===== config.mk =====
export PLATFORM = sky130hd
export DESIGN_NAME = alu_pipe
export DESIGN_NICKNAME = d
export VERILOG_FILES = /design/src/rtl/alu_pipe.sv
export SDC_FILE = /design/constraint.sdc
export NUM_CORES = 1
export LEC_CHECK = 0
export ABC_AREA = 1
export BUFFER_PORTS_ARGS = -buffer_cell sky130_fd_sc_hd__buf_2
export CAP_MARGIN = 15
export CORE_UTILIZATION = 35
export DETAILED_ROUTE_END_ITERATION = 12
export GPL_TIMING_DRIVEN = 0
export SLEW_MARGIN = 20
export SYNTH_ARGS = -nofsm -noshare
export SYNTH_HDL_FRONTEND = slang
export SYNTH_SLANG_ARGS = --single-unit

===== constraint.sdc =====
create_clock -name clk -period 4.3 [get_ports clk]
set_input_delay 0.215 -clock clk [delete_from_list [all_inputs] [get_ports clk]]
set_output_delay 0.215 -clock clk [all_outputs]
set_load 0.02 [all_outputs]

===== src/rtl/alu_pipe.sv =====
// alu_pipe: two-stage valid/ready ALU (S1 operand register, S2 result/flag register).
// Optional sticky overflow/carry flags are built when ALU_STICKY_FLAGS_EN is defined.
module alu_pipe #(
    parameter int unsigned DATA_WIDTH = 32
) (
    input  logic                  clk,
    input  logic                  rst,
    input  logic [DATA_WIDTH-1:0] A,
    input  logic [DATA_WIDTH-1:0] B,
    input  logic [2:0]            ALUop,
    input  logic                  in_valid,
    output logic                  in_ready,
    output logic                  out_valid,
    input  logic                  out_ready,
    output logic [DATA_WIDTH-1:0] Result,
    output logic                  Overflow,
    output logic                  CarryOut,
    output logic                  Zero,
    input  logic                  flag_clr,
    output logic                  sticky_ovf,
    output logic                  sticky_carry
);
    localparam logic [2:0] OpAnd  = 3'b000;
    localparam logic [2:0] OpOr   = 3'b001;
    localparam logic [2:0] OpAdd  = 3'b010;
    localparam logic [2:0] OpXor  = 3'b011;
    localparam logic [2:0] OpNor  = 3'b100;
    localparam logic [2:0] OpSltu = 3'b101;
    localparam logic [2:0] OpSub  = 3'b110;
    localparam logic [2:0] OpSlt  = 3'b111;

    logic                  s1_valid_q, s1_valid_d;
    logic [DATA_WIDTH-1:0] a_q, a_d, b_q, b_d;
    logic [2:0]            op_q, op_d;
    logic                  s2_valid_q, s2_valid_d;
    logic [DATA_WIDTH-1:0] result_q, result_d;
    logic                  ovf_q, ovf_d, carry_q, carry_d, zero_q, zero_d;

    logic                  s1_adv, accept;
    logic                  is_sub, carry_msb, add_ovf, arith_cout;
    logic [DATA_WIDTH-1:0] b_eff, alu_res;
    logic [DATA_WIDTH:0]   sum;
    logic                  alu_ovf, alu_carry;

    assign s1_adv   = !s2_valid_q || out_ready;
    assign in_ready = !rst && (!s1_valid_q || s1_adv);
    assign accept   = in_valid && in_ready;

    // Shared adder: subtract-type ops use A + ~B + 1, so carry-out of 0 means borrow.
    always_comb begin
        is_sub     = (op_q == OpSub) || (op_q == OpSlt) || (op_q == OpSltu);
        b_eff      = is_sub ? ~b_q : b_q;
        sum        = {1'b0, a_q} + {1'b0, b_eff} + {{DATA_WIDTH{1'b0}}, is_sub};
        carry_msb  = a_q[DATA_WIDTH-1] ^ b_eff[DATA_WIDTH-1] ^ sum[DATA_WIDTH-1];
        add_ovf    = carry_msb ^ sum[DATA_WIDTH];
        arith_cout = sum[DATA_WIDTH] ^ is_sub;
        alu_res    = '0;
        alu_ovf    = 1'b0;
        alu_carry  = 1'b0;
        case (op_q)
            OpAnd:  alu_res = a_q & b_q;
            OpOr:   alu_res = a_q | b_q;
            OpXor:  alu_res = a_q ^ b_q;
            OpNor:  alu_res = ~(a_q | b_q);
            OpAdd, OpSub: begin
                alu_res   = sum[DATA_WIDTH-1:0];
                alu_ovf   = add_ovf;
                alu_carry = arith_cout;
            end
            OpSlt: begin
                alu_res   = {{(DATA_WIDTH-1){1'b0}}, sum[DATA_WIDTH-1] ^ add_ovf};
                alu_ovf   = add_ovf;
                alu_carry = arith_cout;
            end
            OpSltu: begin
                alu_res   = {{(DATA_WIDTH-1){1'b0}}, arith_cout};
                alu_carry = arith_cout;
            end
            default: alu_res = '0;
        endcase
    end

    always_comb begin
        s1_valid_d = s1_valid_q;
        a_d        = a_q;
        b_d        = b_q;
        op_d       = op_q;
        if (accept) begin
            s1_valid_d = 1'b1;
            a_d        = A;
            b_d        = B;
            op_d       = ALUop;
        end else if (s1_adv) begin
            s1_valid_d = 1'b0;
        end
    end

    // Result and flags are forced to zero whenever S2 holds nothing.
    always_comb begin
        s2_valid_d = s2_valid_q;
        result_d   = result_q;
        ovf_d      = ovf_q;
        carry_d    = carry_q;
        zero_d     = zero_q;
        if (s1_adv) begin
            s2_valid_d = s1_valid_q;
            result_d   = s1_valid_q ? alu_res : '0;
            ovf_d      = s1_valid_q && alu_ovf;
            carry_d    = s1_valid_q && alu_carry;
            zero_d     = s1_valid_q && (alu_res == '0);
        end
    end

    always_ff @(posedge clk) begin
        if (rst) begin
            s1_valid_q <= 1'b0;
            a_q        <= '0;
            b_q        <= '0;
            op_q       <= '0;
            s2_valid_q <= 1'b0;
            result_q   <= '0;
            ovf_q      <= 1'b0;
            carry_q    <= 1'b0;
            zero_q     <= 1'b0;
        end else begin
            s1_valid_q <= s1_valid_d;
            a_q        <= a_d;
            b_q        <= b_d;
            op_q       <= op_d;
            s2_valid_q <= s2_valid_d;
            result_q   <= result_d;
            ovf_q      <= ovf_d;
            carry_q    <= carry_d;
            zero_q     <= zero_d;
        end
    end

    assign out_valid = s2_valid_q;
    assign Result    = result_q;
    assign Overflow  = ovf_q;
    assign CarryOut  = carry_q;
    assign Zero      = zero_q;

`ifdef ALU_STICKY_FLAGS_EN
    logic sticky_ovf_q, sticky_ovf_d, sticky_carry_q, sticky_carry_d;
    logic out_hs;

    // A setting handshake wins over a simultaneous clear.
    always_comb begin
        out_hs         = s2_valid_q && out_ready;
        sticky_ovf_d   = (out_hs && ovf_q) || (sticky_ovf_q && !flag_clr);
        sticky_carry_d = (out_hs && carry_q) || (sticky_carry_q && !flag_clr);
    end

    always_ff @(posedge clk) begin
        if (rst) begin
            sticky_ovf_q   <= 1'b0;
            sticky_carry_q <= 1'b0;
        end else begin
            sticky_ovf_q   <= sticky_ovf_d;
            sticky_carry_q <= sticky_carry_d;
        end
    end

    assign sticky_ovf   = sticky_ovf_q;
    assign sticky_carry = sticky_carry_q;
`else
    logic unused_flag_clr;
    assign unused_flag_clr = flag_clr;
    assign sticky_ovf      = 1'b0;
    assign sticky_carry    = 1'b0;
`endif

endmodule


==> results of run 1 <==
[routing by layer]
metal | part of all wire | vias up
met5 | 0 | -
met4 | 0.024 | 0
met1 | 0.49 | 4047
li1 | - | 4356
met2 | 0.44 | 269
met3 | 0.049 | 37
[worst max-delay path: stages (launching register included)]
cell and delay, ps:
dfxtp_1 340, buf_6 170, inv_6 90, nand2_8 100
nand2_8 130, clkbuf_2 310, xor2_1 220, ha_1 360
a21oi_1 380, o21ai_0 200, a21oi_1 190, nand2_2 120
a21o_1 190, or2_1 200, nand3_1 70, nand4_1 270
a21oi_1 300, nand4_1 160, a21oi_1 140
[cell families (layout without fill, tap and decap cells)]
logic type               Yosys count  in the layout  synth area share
flip-flops                       104            104             0.248
buffers and inverters            206            327            0.0984
XOR/XNOR                          33             33            0.0344
adder cells (fa/ha/maj)           97             97             0.146
other                              1              2          0.000447
AND/OR/NAND/NOR                  587            587             0.306
AO/OA/AOI/OAI                    226            226             0.167
[timing repair]
| action | CTS | global route |
|---|---|---|
| gates resized for setup | 0 | 5 |
| buffers inserted | 0 | 0 |
| endpoints found under the setup margin | 0 | 1 |
| hold endpoints to repair | 0 | 0 |
[synthesized netlist by cell type, types with 2 or more instances]
master,number,share of area
or2_1,4,0.0030
xor2_1,32,0.033
a21o_1,4,0.0036
clkbuf_1,32,0.014
or2_2,22,0.016
nor2_2,2,0.0015
dfxtp_1,104,0.25
nand2_2,2,0.0015
nand2_4,3,0.0040
o31ai_1,67,0.060
a21boi_0,2,0.0018
buf_2,16,0.0095
o21ai_0,28,0.017
nand4_1,16,0.012
nor3_1,8,0.0048
nand2_1,350,0.16
o21ai_1,4,0.0024
a211oi_1,17,0.015
buf_4,5,0.0045
ha_1,96,0.14
o21bai_1,9,0.0081
inv_2,4,0.0018
nand3_1,86,0.051
a21oi_1,87,0.052
a221oi_1,2,0.0021
nor2_1,75,0.034
nand3b_1,14,0.013
inv_1,145,0.065
nand2_8,2,0.0048
o211ai_1,4,0.0036
[final cells by class]
type                    count  area (um^2)  area share
clock inverters             7         83.8     0.00870
well taps                 319          399      0.0414
plain buffers              55          256      0.0266
clock buffers               9          225      0.0234
multi-input cells         945         5490       0.570
flip-flops and latches    104         2080       0.216
inverters                 150          568      0.0590
repair buffers            106          531      0.0551
[worst max path at each step]
stage                               from                 to  slack (ps)  cells past startpoint
floorplan           op_q[1]$_SDFFE_PP0P_  Zero$_SDFFE_PP0P_        1220                     18
global placement    op_q[1]$_SDFFE_PP0P_  Zero$_SDFFE_PP0P_         170                     18
detailed placement  op_q[1]$_SDFFE_PP0P_  Zero$_SDFFE_PP0P_         150                     18
CTS                 op_q[1]$_SDFFE_PP0P_  Zero$_SDFFE_PP0P_         110                     18
global route        op_q[1]$_SDFFE_PP0P_  Zero$_SDFFE_PP0P_          20                     20
finish              op_q[1]$_SDFFE_PP0P_  Zero$_SDFFE_PP0P_         250                     18
[power groups by stage]
stage / clock network, mW / logic (mW) / registers, mW
6_report: 0.905 / 0.971 / 1.06
5_1_grt: 0.949 / 1.08 / 1.07
4_1_cts: 0.916 / 0.961 / 1.06
3_5_place_dp: 0 / 0.955 / 1.09
3_3_place_gp: 0 / 0.945 / 1.08
2_1_floorplan: 0 / 0.639 / 1.09
[registers in the layout, indices dropped and copies added, names as in the netlist]
| name | count |
|---|---|
| s1_valid_q | 1 |
| Zero | 1 |
| op_q | 3 |
| Result | 32 |
| Overflow | 1 |
| CarryOut | 1 |
| out_valid | 1 |
| b_q | 32 |
| a_q | 32 |
[metrics by stage]
stage	utilization	instance area (um^2)	std cells	power, mW	hold slack, ps
3_5_place_dp	0.397	9320	1680	2.04	417
5_1_grt	0.410	9630	1695	3.10	44.4
2_1_floorplan	-	8390	1255	1.73	328
4_1_cts	0.410	9630	1696	2.94	34.1
6_report	0.410	9630	1695	2.94	35.5
3_3_place_gp	0.397	9320	1680	2.03	413
==> results.md, run 1 <==
* R2R setup slack at around 250 ps
* Die X at 157 um
* Post-synth EDFFs at 0
* CTS tree: yes
* Tightest Hold Check Type: input port to flop
* Worst-margin pin slew at 952 ps
* Setup-failing EPs final at 0
* Power Density at slightly above 300 mW/mm^2
* Gpl congestion at 0.935
* Total GRT Usage at 0.259
* H-tree Lvls at 3
* Fin crit period at 4050 ps
* Hold-fix buffers, CTS at 0
* Initial Util at 0.357
* Final Skew at 9.84 ps
* RR Startpoint: op_q[1]$_SDFFE_PP0P_
* Avg Inst Size Synth at approximately 6.7 um^2
* CP arrival at 4350 ps
* Detail Placement HPWL at 24100 um
* TritonCTS buffer count at 9
* Core Region at around 0.023 mm^2
* WS Path Type: flop to flop
* I/O pin cnt at 111
* Ys Warns at 0
* RR Endpoint: Zero$_SDFFE_PP0P_
* Max-cap violations at 0
* Post-route setup slack at 248 ps
* Layout cells sized above 1 at 0.134
* Global-route wire length before repair at about 48000 um
* # port buffers at 106
* Reg2Reg Depth at 18
* Antenna diodes at 0
* Main synth FF type: dfxtp_1
* Relative slew slack at 0.365
* CP required at 4590 ps
* Final TNS setup at 0 ps
* Post-DR wirelength/cell at between 15 and 20 um
* Root Buffer Master: clkbuf_16
* Initial antenna violation count at 0
* Async SR Flop Fraction at 0
* Seq/Total Area, Yosys at 0.248
* Most frequent cells in the layout: nand2_1, inv_1, buf_2, dfxtp_1, ha_1
* Synth unique cells at 42
* Clock Path Buffers at 2
* Die height at 157 um
* Dpl ws at 149 ps
* CP max FO at 16
* RSZ-0062 raised after global routing: no
* Worst Hold Launch: A[2]
* Met2 Track Usage GR at 0.418
* Largest net degree at the start of global routing at 20
* Clk pin slew, worst setup/hold paths at ~80 ps
* Drt initial violations at 711
* Clk Latency, worst-skew pair at 370 ps
* Combinational Power Share at 0.330
* # fillers at around 2600
* Sequential power share at 0.362
* Switching part of the total at 0.382
* P_leak at 4.55 nW
* Drt pass-1 iters at 5
* Grt met1 use at 0.362
* Status: completed
* Die area at ~0.025 mm^2
* DRC at 0
* Drt via density at 5.14
* P_sw at 1.12 mW
* CP Launch Type: flop
* Max rail drop VDD at 0.203 mV
* #FFs+latches synth at 104
* Vias in the first global route at approximately 8400
* Final wirelength at between 30000 and 40000 um
* Final #Nets at 1540
* CTS sink cnt at 104
* Max Clk Rate at 247 MHz
* Cells after Synth at roughly 1300
* Area delta synth->final at 14.8%
* Total congestion overflow at 0
* Final Max Slew Viols at 0
* Fin crit share at 0.942
* Hold path depth at 3
* Gr busiest metal: met2
* Via Count at 8709
* GR Util met3 at 0.0202
* Synthesized cell area at 0.00839 mm^2
* Crit end category: flop
* Std cell rows at 56
* Post-route ant nets at 0
* Clock share of power at 0.308
* Worst hold endpoint: a_q[2]$_SDFFE_PP0P_
* Most common cell after layout, fill and taps aside: nand2_1
* Cell internal pwr at 1.82 mW
* Hold Violations, Final at 0
No activity file was read; power rests on OpenSTA's default activity.
==> run 2, diff against run 1 <==
Settings changed: CORE_ASPECT_RATIO set to 0.6.
==> run 2 against run 1 <==
Effect of this change:
- largest power group unchanged
- total power shrank 0.46%
- combinational power rose by 5%
- die area barely moved
- flip-flop and latch count did not move
- wire length is 7.0% higher
- critical endpoint unchanged
- clock skew grew 4.1 ps
- final cell count is essentially flat
- via count rose by 2.1%
- register-to-register slack got worse by 60 ps
- first-iteration DRC count rose by 21%
==> results.md, run 2 (same netlist as run 1, synthesis figures left out) <==
* Status: completed
* Fin cells at 1694 (-0.059%)
* Global-route wire length before repair at 49200 um (+3.3%)
* WS Path Type: flop to flop
* Placed Cells at 1676 (-0.24%)
* Die X at 202 um (+29%)
* Post-route ant nets at 0 (unchanged)
* Post-DR wirelength/cell at 19.5 um (+7.1%)
* Gpl congestion at 1.05 (+12%)
* CP required at 4610 ps (+20 ps)
* Power Density at 304 mW/mm^2 (-0.41%)
* Total GRT Usage at 0.274 (+0.0147)
* Critical-path cell list: buf_6 > inv_6 > nand2_8 > nand2_8 > clkbuf_4 > a21boi_0 > fa_1 > nand3_1 > nand2_1 > nand2_1 > nand2_1 > nand2_1 > nand2_1 > nand2_1 > nand3b_1 > nand3_1 > nand4_1 > nor2_1 > nand4_1 > nor2_1 > nand4_1 > a21oi_1
* Clock Path Buffers at 2 (unchanged)
* Final wirelength at 33100 um (+7.0%)
* Drt pass-1 iters at 5 (unchanged)
* Via Count at 8893 (+2.1%)
* Drt via density at 5.25 (+2.2%)
* CP max FO at 10 (-6)
* Final core area utilization at 0.413 (+0.00289)
* Total congestion overflow at 0 (unchanged)
* Fin crit share at 0.957 (+0.0146)
* Tightest Hold Check Type: input port to flop
* P_leak at 4.54 nW (about the same)
* CP Launch Type: flop
* Crit end category: flop
* Initial Util at 0.360 (+0.00271)
* Setup-failing EPs final at 0 (unchanged)
* H-tree Lvls at 3 (unchanged)
* Area delta synth->final at 14.7% (about the same)
* Worst path bufs/invs at 3 (unchanged)
* # port buffers at 106 (unchanged)
* RSZ-0062 raised after global routing: no
* Clk pin slew, worst setup/hold paths at 80 ps (about the same)
* Max Clk Rate at 243 MHz (-1.5%)
* I/O pin cnt at 111 (unchanged)
* Most frequent cells in the layout: nand2_1, inv_1, buf_2, dfxtp_1, ha_1
* Clk Latency, worst-skew pair at 390 ps (+20 ps)
* Delay-heaviest family, CP: simple AND/OR/NAND/NOR gates
* Std cell rows at 43 (-23%)
* Relative slew slack at 0.323 (-0.0424)
* TritonCTS buffer count at 9 (unchanged)
* Fin crit period at 4110 ps (+62.7 ps)
* Hold Violations, Final at 0 (unchanged)
* CP most frequent cell: nand2_1
* DRC at 0 (unchanged)
* Max-cap violations at 0 (unchanged)
* Drt initial violations at 863 (+21%)
* Final Max Slew Viols at 0 (unchanged)
* Layout cells sized above 1 at 0.137 (+0.00281)
* CTS sink cnt at 104 (unchanged)
* Root Buffer Master: clkbuf_16
* Detail Placement HPWL at 26400 um (+9.8%)
* Slowest CP cell: fa_1
* CTS tree: yes
* Max rail drop VDD at 0.187 mV (-7.9%)
* Total power at 2.93 mW (-0.46%)
* Initial antenna violation count at 1 (+1)
* Largest stage delay, worst path at 540 ps (+160 ps)
* Worst-margin pin slew at 1010 ps (+59.9 ps)
* Die area at 0.0246 mm^2 (about the same)
* Core Region at 0.0233 mm^2 (-0.75%)
* CP arrival at 4430 ps (+80 ps)
* Largest net degree at the start of global routing at 19 (-5.0%)
* Final #Nets at 1542 (+0.13%)
* Final Skew at 14.0 ps (+4.11 ps)
* Die height at 122 um (-22%)
* Vias in the first global route at 7991 (-4.5%)
* Most common cell after layout, fill and taps aside: nand2_1
-- run 2: cell type report --
cell class | count | area, um^2
Fill cell | 2543 | 13700
Multi-Input combinational cell | 945 | 5500
Sequential cell | 104 | 2080
Inverter | 150 | 568
Timing Repair Buffer | 107 | 538
Tap cell | 315 | 394
Buffer | 56 | 264
Clock buffer | 9 | 225
Clock inverter | 6 | 53.8
Antenna cell | 2 | 5.00
-- run 2: layer usage --
layer	track usage	share of wire	wire, um
met4	0.0530	0.0095	315
met1	0.445	0.53	17400
met5	0	0	0
met2	0.345	0.35	11600
met3	0.0680	0.11	3740
-- run 2: power by group --
group / leakage, nW / internal (mW) / switching [mW]
clock: 0.134 / 0.401 / 0.442
combinational: 3.55 / 0.334 / 0.685
sequential: 0.854 / 1.02 / 0.0425
total: 4.54 / 1.76 / 1.17
-- run 2: path summary, 6_finish.rpt --
path                                               from                      end  slack, ps  cells after the start
worst max-delay path               op_q[1]$_SDFFE_PP0P_        Zero$_SDFFE_PP0P_        190                     22
worst min-delay path                              A[21]     a_q[21]$_SDFFE_PP0P_         20                      3
worst max register to register     op_q[1]$_SDFFE_PP0P_        Zero$_SDFFE_PP0P_        190                     22
worst min register to register  Result[18]$_SDFFE_PP0P_  Result[18]$_SDFFE_PP0P_        460                      2
-- run 2: worst register-to-register path, stage by stage, from the launching register on --
cell,delay (ps)
dfxtp_1,310
buf_6,150
inv_6,130
nand2_8,90
nand2_8,100
clkbuf_4,290
a21boi_0,170
fa_1,540
nand3_1,150
nand2_1,140
nand2_1,110
nand2_1,80
nand2_1,110
nand2_1,130
nand2_1,130
nand3b_1,80
nand3_1,100
nand4_1,290
nor2_1,190
nand4_1,170
nor2_1,130
nand4_1,270
a21oi_1,210
-- run 2: repair_timing --
action                     CTS  global route
gates resized for setup      3             4
hold buffers                 0             0
hold endpoints to repair     0             0
buffers inserted             0             1
setup endpoints to repair    1             1
-- run 2: per-stage QoR --
stage / area [um^2] / hold WS, ps / setup TNS, ps / worst slack (ps)
after global routing: 9620 / 21.1 / 0 / 60.9
after CTS: 9600 / 14.8 / 0 / 8.78
after floorplan: 8390 / 328 / 0 / 1220
final: 9630 / 19.9 / 0 / 185
after detailed placement: 9320 / 418 / -302 / -302
after global placement: 9320 / 416 / -317 / -317
==> run 3, diff against run 2 <==
Settings changed: CORE_MARGIN set to 5.
==> run 3 against run 2 <==
Effect of this change:
- combinational power about the same
- critical path depth unchanged
- flip-flop and latch count unchanged
- register-to-register slack better by 50 ps
- first-iteration DRC count up 7.3%
- utilization up 0.15 points
- setup slack better by 46 ps
- final area up 0.60%
- critical endpoint unchanged
- largest power group unchanged
- highest routed layer is now met5
==> results.md, run 3 (same netlist as run 1, synthesis figures left out) <==
* Total congestion overflow at 0 (unchanged)
* Combinational Power Share at 0.335 (-0.013)
* RSZ-0062 raised after global routing: no
* Post-route ant nets at 0 (unchanged)
* Status: completed
* Via Count at 8809 (-0.94%)
* CP required at 4590 ps (-20 ps)
* Initial antenna violation count at 3 (+2)
* Drt initial violations at 926 (+7.3%)
* Area delta synth->final at 15.4%
* Sequential power share at 0.348 (-0.016)
* CP max FO at 16 (+6)
* Layout cells sized above 1 at 0.138 (+0.000826)
* Gpl congestion at 0.970 (-7.5%)
* Total power at 3.07 mW (+4.8%)
* Clk Latency, worst-skew pair at 380 ps (about the same)
* Die area at 0.0273 mm^2 (+11%)
* Clock Path Buffers at 2 (unchanged)
* Post-route setup slack at 231 ps (+45.8 ps)
* Multi-input logic area at 0.00551 mm^2 (+0.16%)
* Largest net degree at the start of global routing at 17 (-2)
* # port buffers at 106 (unchanged)
* Fin crit period at 4070 ps (-45.8 ps)
* Fin crit share at 0.946 (-0.0107)
* Power Density at 317 mW/mm^2 (+4.1%)
* WS Path Type: flop to flop
* Hold Violations, Final at 0 (unchanged)
* P_leak at 4.56 nW (+0.45%)
* Dpl ws at -116 ps (+186 ps)
* Max Clk Rate at 246 MHz (+1.1%)
* Die X at 210 um (+4.0%)
* P_sw at 1.14 mW (-2.5%)
* Setup-failing EPs final at 0 (unchanged)
* Std cell rows at 43 (unchanged)
* Core Region at 0.0233 mm^2 (+0.23%)
* Drt pass-1 iters at 5 (unchanged)
* Drt via density at 5.21 (-0.77%)
* CP Launch Type: flop
* CTS tree: yes
* Most common cell after layout, fill and taps aside: nand2_1
* Placed Cells at 1676 (unchanged)
* Switching part of the total at 0.372 (-0.0278)
* Post-DR wirelength/cell at 20.2 um (+3.4%)
* Clock share of power at 0.318 (+0.030)
* Antenna diodes at 0 (-2)
* Root Buffer Master: clkbuf_16
* Die height at 130 um (+6.6%)
* Final #Nets at 1541 (-0.065%)
* Worst-margin pin slew at 982 ps (-29.5 ps)
* Clk pin slew, worst setup/hold paths at 80 ps (about the same)
* Hold-fix buffers, CTS at 0 (unchanged)
* # fillers at 2546 (+0.12%)
* Fin cells at 1691 (-0.18%)
* Max rail drop VDD at 0.210 mV (+12%)
* Storage element area at 0.00208 mm^2 (unchanged)
* Final Skew at 15.1 ps (+1.10 ps)
* Vias in the first global route at 8230 (+3.0%)
* Detail Placement HPWL at 27400 um (+3.8%)
* Crit end category: flop
* CTS sink cnt at 104 (unchanged)
* Total GRT Usage at 0.249 (-0.0251)
* CP arrival at 4360 ps (-70 ps)
* TritonCTS buffer count at 9 (unchanged)
* Global-route wire length before repair at 50700 um (+3.0%)
* Cell internal pwr at 1.93 mW (+9.6%)
* Final wirelength at 34100 um (+3.2%)
* DRC at 0 (unchanged)
* Initial Util at 0.359 (-0.000830)
* Tightest Hold Check Type: input port to flop
* Most frequent cells in the layout: nand2_1, inv_1, buf_2, dfxtp_1, ha_1
* Relative slew slack at 0.343 (+0.0197)
* H-tree Lvls at 3 (unchanged)
* Max-cap violations at 0 (unchanged)
* Final Max Slew Viols at 0 (unchanged)
* I/O pin cnt at 111 (unchanged)
==> run 3: layout make-up <==
type	instances	share of cell area
clock inverters	5	0.0110
flip-flops and latches	104	0.215
well taps	315	0.0407
clock buffers	10	0.0236
inverters	150	0.0587
repair buffers	107	0.0556
multi-input cells	945	0.568
plain buffers	55	0.0270
==> run 3: worst paths after layout <==
kind	start	endpoint	slack [ps]	cells past startpoint
min	A[21]	a_q[21]$_SDFFE_PP0P_	30	3
max	op_q[1]$_SDFFE_PP0P_	Zero$_SDFFE_PP0P_	230	22
max reg2reg	op_q[1]$_SDFFE_PP0P_	Zero$_SDFFE_PP0P_	230	22
min reg2reg	Result[1]$_SDFFE_PP0P_	Result[1]$_SDFFE_PP0P_	460	2
==> run 3: routing by layer <==
metal | vias to the layer above | GRT usage | share of wire
li1 | 4363 | - | -
met1 | 4081 | 0.406 | 0.54
met2 | 340 | 0.322 | 0.36
met3 | 23 | 0.0670 | 0.095
met4 | 2 | 0.0334 | 0.0081
met5 | - | 0 | 0.00021
==> run 3: critical path, stage by stage, from the launching register on <==
cell      delay, ps
dfxtp_1         310
buf_6           150
inv_6           130
nand2_8          80
nand2_8         180
buf_4           290
xor2_1          220
ha_1            300
nand2_1         120
nor2_1           60
nor2_1          210
nand2_4         120
nand2_2          90
nand2_4          70
nand2_1          90
nand2_1         110
nand3_1         130
nand3b_1         80
nand3_1         150
nand4_1         280
nor2_1          290
nand4_1         290
a21oi_1         210
==> run 3: stage by stage <==
| step | utilization | hold WS [ps] | TNS, ps | cell area (um^2) |
|---|---|---|---|---|
| final | 0.415 | 31.0 | 0 | 9680 |
| after detailed placement | 0.399 | 416 | -116 | 9320 |
| after CTS | 0.414 | 14.3 | 0 | 9660 |
| after global placement | 0.399 | 414 | -153 | 9320 |
| after floorplan | - | 328 | 0 | 8390 |
| after global routing | 0.415 | 31.0 | 0 | 9680 |
==> run 3: timing repair <==
| action | 4_1_cts | 5_1_grt |
|---|---|---|
| setup buffers | 0 | 1 |
| hold endpoints to repair | 0 | 0 |
| gates resized for setup | 2 | 13 |
| endpoints found under the setup margin | 1 | 1 |
| gates cloned | 0 | 0 |
| pin swaps | 0 | 2 |
==> run 3: power by group through the flow <==
stage                     clock network [mW]  registers [mW]  logic (mW)
after global placement                     0            1.08       0.977
after floorplan                            0            1.09       0.639
after detailed placement                   0            1.09       0.984
after global routing                    1.03            1.07        1.12
final                                  0.974            1.07        1.03
after CTS                              0.992            1.06       0.991
